<file path="config.mk">
export PLATFORM = sky130hd
export DESIGN_NAME = fifo_uart_tx_reader
export DESIGN_NICKNAME = d
export VERILOG_FILES = /design/src/rtl/fifo_uart_tx_reader.sv
export SDC_FILE = /design/constraint.sdc
export NUM_CORES = 1
export LEC_CHECK = 0
export ABC_AREA = 1
export BUFFER_PORTS_ARGS = -buffer_cell sky130_fd_sc_hd__buf_2
export CAP_MARGIN = 15
export CORE_UTILIZATION = 57
export CTS_CLUSTER_DIAMETER = 80
export DETAILED_ROUTE_END_ITERATION = 12
export HOLD_SLACK_MARGIN = 0.06
export MAX_ROUTING_LAYER = met4
export PLACE_DENSITY = 0.79
export SYNTH_ARGS = -nofsm -noshare
export SYNTH_HDL_FRONTEND = slang
export SYNTH_SLANG_ARGS = --single-unit
</file>
<file path="constraint.sdc">
create_clock -name R_CLK -period 5.2 [get_ports R_CLK]
set_input_delay 0.26 -clock R_CLK [delete_from_list [all_inputs] [get_ports R_CLK]]
set_output_delay 0.26 -clock R_CLK [all_outputs]
set_load 0.02 [all_outputs]
</file>
<file path="src/rtl/fifo_uart_tx_reader.sv">
`default_nettype none
// ============================================================================
// Module      : fifo_uart_tx_reader
// Description : Read-side consumer of a first-word-fall-through dual-clock
//               FIFO. Pops one word at a time and sends it as a UART frame:
//               start bit, data LSB first, optional parity, one stop bit.
// Revision    : 1.0 - initial release
// ============================================================================
module fifo_uart_tx_reader #(
    parameter int DATA_WIDTH     = 8,
    parameter int PRESCALE_WIDTH = 8
) (
    input  logic                      R_CLK,
    input  logic                      R_RST,
    input  logic                      R_EMPTY,
    input  logic [DATA_WIDTH-1:0]     R_DATA,
    input  logic                      TX_EN,
    input  logic                      PAR_EN,
    input  logic                      PAR_TYP,
    input  logic [PRESCALE_WIDTH-1:0] PRESCALE,
    output logic                      RINC,
    output logic                      TX_OUT,
    output logic                      BUSY,
    output logic                      FRAME_DONE
);

    localparam int c_bcnt_w = $clog2(DATA_WIDTH + 1);

    localparam logic [2:0] c_st_idle   = 3'd0;
    localparam logic [2:0] c_st_load   = 3'd1;
    localparam logic [2:0] c_st_start  = 3'd2;
    localparam logic [2:0] c_st_data   = 3'd3;
    localparam logic [2:0] c_st_parity = 3'd4;
    localparam logic [2:0] c_st_stop   = 3'd5;

    localparam logic [c_bcnt_w-1:0]       c_last_bit = c_bcnt_w'(DATA_WIDTH - 1);
    localparam logic [c_bcnt_w-1:0]       c_bcnt_one = c_bcnt_w'(1);
    localparam logic [PRESCALE_WIDTH-1:0] c_pre_one  = PRESCALE_WIDTH'(1);

    logic [2:0]                r_state;
    logic [2:0]                w_next_state;
    logic [DATA_WIDTH-1:0]     r_shift;
    logic                      r_parity;
    logic                      r_par_en;
    logic [PRESCALE_WIDTH-1:0] r_prescale;
    logic [PRESCALE_WIDTH-1:0] r_presc_cnt;
    logic [c_bcnt_w-1:0]       r_bit_cnt;
    logic [PRESCALE_WIDTH-1:0] w_presc_last;
    logic                      w_bit_end;
    logic                      w_start_ok;

    // A prescale of zero is treated as one clock per bit.
    assign w_presc_last = (r_prescale == '0) ? '0 : (r_prescale - c_pre_one);
    assign w_bit_end    = (r_presc_cnt == w_presc_last);
    assign w_start_ok   = TX_EN && !R_EMPTY;

    // State register.
    always_ff @(posedge R_CLK) begin
        if (R_RST) begin
            r_state <= c_st_idle;
        end else begin
            r_state <= w_next_state;
        end
    end

    // Next-state decode; R_EMPTY only matters in IDLE and at the end of STOP.
    always_comb begin
        w_next_state = r_state;
        case (r_state)
            c_st_idle:   if (w_start_ok) w_next_state = c_st_load;
            c_st_load:   w_next_state = c_st_start;
            c_st_start:  if (w_bit_end) w_next_state = c_st_data;
            c_st_data: begin
                if (w_bit_end && (r_bit_cnt == c_last_bit)) begin
                    w_next_state = r_par_en ? c_st_parity : c_st_stop;
                end
            end
            c_st_parity: if (w_bit_end) w_next_state = c_st_stop;
            c_st_stop: begin
                if (w_bit_end) w_next_state = w_start_ok ? c_st_load : c_st_idle;
            end
            default:     w_next_state = c_st_idle;
        endcase
    end

    // Frame datapath: capture word and settings at LOAD, then time and shift bits.
    always_ff @(posedge R_CLK) begin
        if (R_RST) begin
            r_shift     <= '0;
            r_parity    <= 1'b0;
            r_par_en    <= 1'b0;
            r_prescale  <= '0;
            r_presc_cnt <= '0;
            r_bit_cnt   <= '0;
        end else begin
            case (r_state)
                c_st_load: begin
                    r_shift     <= R_DATA;
                    r_parity    <= (^R_DATA) ^ PAR_TYP;
                    r_par_en    <= PAR_EN;
                    r_prescale  <= PRESCALE;
                    r_presc_cnt <= '0;
                    r_bit_cnt   <= '0;
                end
                c_st_start, c_st_data, c_st_parity, c_st_stop: begin
                    r_presc_cnt <= w_bit_end ? '0 : (r_presc_cnt + c_pre_one);
                    if ((r_state == c_st_data) && w_bit_end) begin
                        r_shift   <= r_shift >> 1;
                        r_bit_cnt <= (r_bit_cnt == c_last_bit) ? '0 : (r_bit_cnt + c_bcnt_one);
                    end
                end
                default: begin
                    r_presc_cnt <= '0;
                    r_bit_cnt   <= '0;
                end
            endcase
        end
    end

    // Outputs decoded purely from registered state and counters.
    always_comb begin
        RINC       = 1'b0;
        TX_OUT     = 1'b1;
        BUSY       = (r_state != c_st_idle);
        FRAME_DONE = 1'b0;
        case (r_state)
            c_st_load:   RINC = 1'b1;
            c_st_start:  TX_OUT = 1'b0;
            c_st_data:   TX_OUT = r_shift[0];
            c_st_parity: TX_OUT = r_parity;
            c_st_stop:   FRAME_DONE = w_bit_end;
            default:     TX_OUT = 1'b1;
        endcase
    end

endmodule
`default_nettype wire

</file>
==> flow_summary_export.csv <==
group,metric,value,unit
outcome,status,"complete, no violations",
layout,final_common_cell,"nand2_1",
layout,syn2layout_area_growth,10.5,%
sta,setup_tns,0,ns
sta,period_needed,2.62,ns
worst_setup_path,path_max_fanout,7,
layout,stdcell_area,2240,um^2
sta,fin_skew,0.0168,ns
cts,clk_latency,0.33,ns
pwr,max-vdd-ir-drop,401,uV
cts,cts_hold_buf,0,
synthesis,yosysWarnings,0,
floorplanning,initial_utilization,0.603,
pwr,internal-power,671,uW
synthesis,synthesis.area,2030,um^2
cts,clk_path_buf_depth,2,
detailed_routing,drt-pass1-iter-count,5,
detailed_routing,drc,0,
layout,drive_gt1_frac,0.198,
sta,rsz0062_at_grt,"no",
worst_setup_path,setup.worst_path.start_class,"register",
detailed_routing,antenna_left,0,
layout,antenna_cells,0,
global_route,grt_max_degree,21,
sta,tightest_slew,0.640,ns
worst_setup_path,critPathArrivalTime,2.36,ns
floorplanning,ios,26,
cts,cts.repair.resized,0,
placement,place_hpwl,3000,um
cts,postCtsSetupBuffers,0,
synthesis,syn-num-nets,321,
layout,finish.utilization,0.666,
synthesis,syn_avg_cell_area,6.85,um^2
placement,place_area,2190,um^2
sta,finalHoldViolations,0,
sta,relSlewSlack,0.573,
sta,setup_violations,0,
cts,cts_buffers,5,
pwr,power,1400,uW
detailed_routing,vias,1838,
cts,htree_num_levels,2,
global_route,grt-ovfl-total,0,
floorplanning,die_y,61.6,um
floorplanning,fp-row-count,21,
global_route,antenna_found_initial,0,
detailed_routing,routed_wl,3810,um
layout,nNetsFinal,348,
pwr,power-per-cell-area,623,nW/um^2
cts,ctsRootBufferMaster,"clkbuf_4",
cts,clock-sinks,33,
cts,cts_tree,"built",
min_path,hp-class,"in2reg",
worst_setup_path,cp.required,4.94,ns
pwr,swShare,0.519,
global_route,grt_pass1_wl,6560,um
pwr,pwr-share-seq,0.266,
floorplanning,core_area,3360,um^2
sta,drv_slew,0,
synthesis,synthCells,296,
pwr,p_leak,0.00101,uW
detailed_routing,post_drt_via_cell_ratio,4.97,
pwr,switching_power,725,uW
cts,clk_pin_slew,0.10,ns
run,cap_violations,0,
floorplanning,fp.dieW,61.6,um
worst_setup_path,crit_type,"reg2out",
sta,fmax,0.382,GHz
worst_setup_path,endpoint_kind,"output pin",
layout,final_cell_mix,"nand2_1 (77), nor2_1 (36), dfxtp_1 (33)",
synthesis,ys_ff_latch,33,
detailed_routing,route.detailed.wl_per_inst,10.3,um
placement,portBuffers,25,
sta,hold_ws,0.124,ns
synthesis,synth.distinct_cells,32,
synthesis,yosysSeqAreaShare,0.326,
pwr,pwr-share-clk,0.097,
detailed_routing,drt-initial-drc-count,67,
global_route,grt_pass1_vias,1669,
floorplanning,dieArea,3800,um^2
global_route,grt_use_total,0.240,
pwr,p_comb_frac,0.637,
sta,min_period_over_period,0.504,
placement,gp_routability_congestion,0.856,
-- kinds of logic (layout without fill, tap and decap cells) --
| family | after synthesis | in the layout | synth area share |
|---|---|---|---|
| simple gates | 168 | 168 | 0.407 |
| compound gates | 44 | 44 | 0.121 |
| buf+inv | 35 | 63 | 0.0679 |
| flops | 33 | 33 | 0.326 |
| xor+xnor | 13 | 13 | 0.0599 |
| fa+ha+maj | 3 | 3 | 0.0185 |
-- routing by layer --
| metal | vias up | part of all wire | track usage | wire length [um] |
|---|---|---|---|---|
| met5 | - | 0 | - | 0 |
| met4 | 0 | 0.027 | 0.117 | 104 |
| met3 | 11 | 0.025 | 0.0483 | 97 |
| met2 | 32 | 0.47 | 0.407 | 1780 |
| met1 | 787 | 0.48 | 0.268 | 1830 |
| li1 | 1008 | - | - | - |
-- state kept, by name, summed over array words and instances, names as in the netlist --
name         cells
r_presc_cnt      8
r_shift          8
r_prescale       8
r_state          3
r_par_en         1
r_parity         1
r_bit_cnt        4
-- metrics by stage --
| stage | worst slack [ns] | instances |
|---|---|---|
| final | 2.58 | 370 |
| after global routing | 2.32 | 370 |
| after CTS | 2.57 | 370 |
| after detailed placement | 2.95 | 362 |
| after global placement | 3.04 | 362 |
| after floorplan | 2.96 | 296 |
-- power groups by stage --
stage / Combinational, uW / Clock (uW) / Sequential (uW)
5_1_grt: 1020 / 149 / 380
3_3_place_gp: 873 / 0 / 375
6_report: 889 / 136 / 371
2_1_floorplan: 749 / 0 / 364
3_5_place_dp: 892 / 0 / 376
4_1_cts: 895 / 139 / 371
-- final cells by class --
type | count | area [um^2]
clock buffers | 6 | 41.3
clock inverters | 2 | 10.0
fillers | 337 | 1120
inverters | 30 | 116
multi-input cells | 228 | 1230
flip-flops and latches | 33 | 661
well taps | 46 | 57.6
repair buffers | 25 | 125
-- worst max-delay path: stages, from the launching register on --
cell	delay (ns)
dfxtp_1	0.31
inv_1	0.20
ha_1	0.33
nand2_2	0.10
nor2_4	0.12
nand2_4	0.09
nand3_1	0.09
nand2_1	0.05
nand2_1	0.05
nand2_1	0.08
nor2_4	0.19
nand2_4	0.09
nor3_1	0.14
buf_2	0.19
-- worst paths after layout --
check                           depth (start not counted)                  startpoint  slack, ns                 endpoint
worst max-delay path                                   13  r_prescale[0]$_SDFFE_PP0P_       2.58               FRAME_DONE
worst min-delay path                                    2                       R_RST       0.12  r_shift[7]$_SDFFE_PP0P_
worst max register to register                         15  r_prescale[0]$_SDFFE_PP0P_       2.97  r_shift[0]$_SDFFE_PP0P_
worst min register to register                          2       r_par_en$_SDFFE_PP0P_       0.45    r_par_en$_SDFFE_PP0P_
-- Yosys cell counts (all sizes together) --
cell type   n  area share
a21oi      20       0.060
nand4       6       0.019
nand3b      2      0.0074
nand3      23       0.068
inv        29       0.055
xnor2       6       0.026
nor3        1      0.0025
ha          3       0.019
o21bai      1      0.0037
buf         1      0.0025
nand2      86        0.18
o21ai      23       0.057
nor2       48        0.12
dfxtp      33        0.33
clkbuf      4      0.0080
xor2        7       0.034
nor3b       2      0.0074
clkinv      1      0.0025
Note: power is estimated with default switching activity, not from simulation.
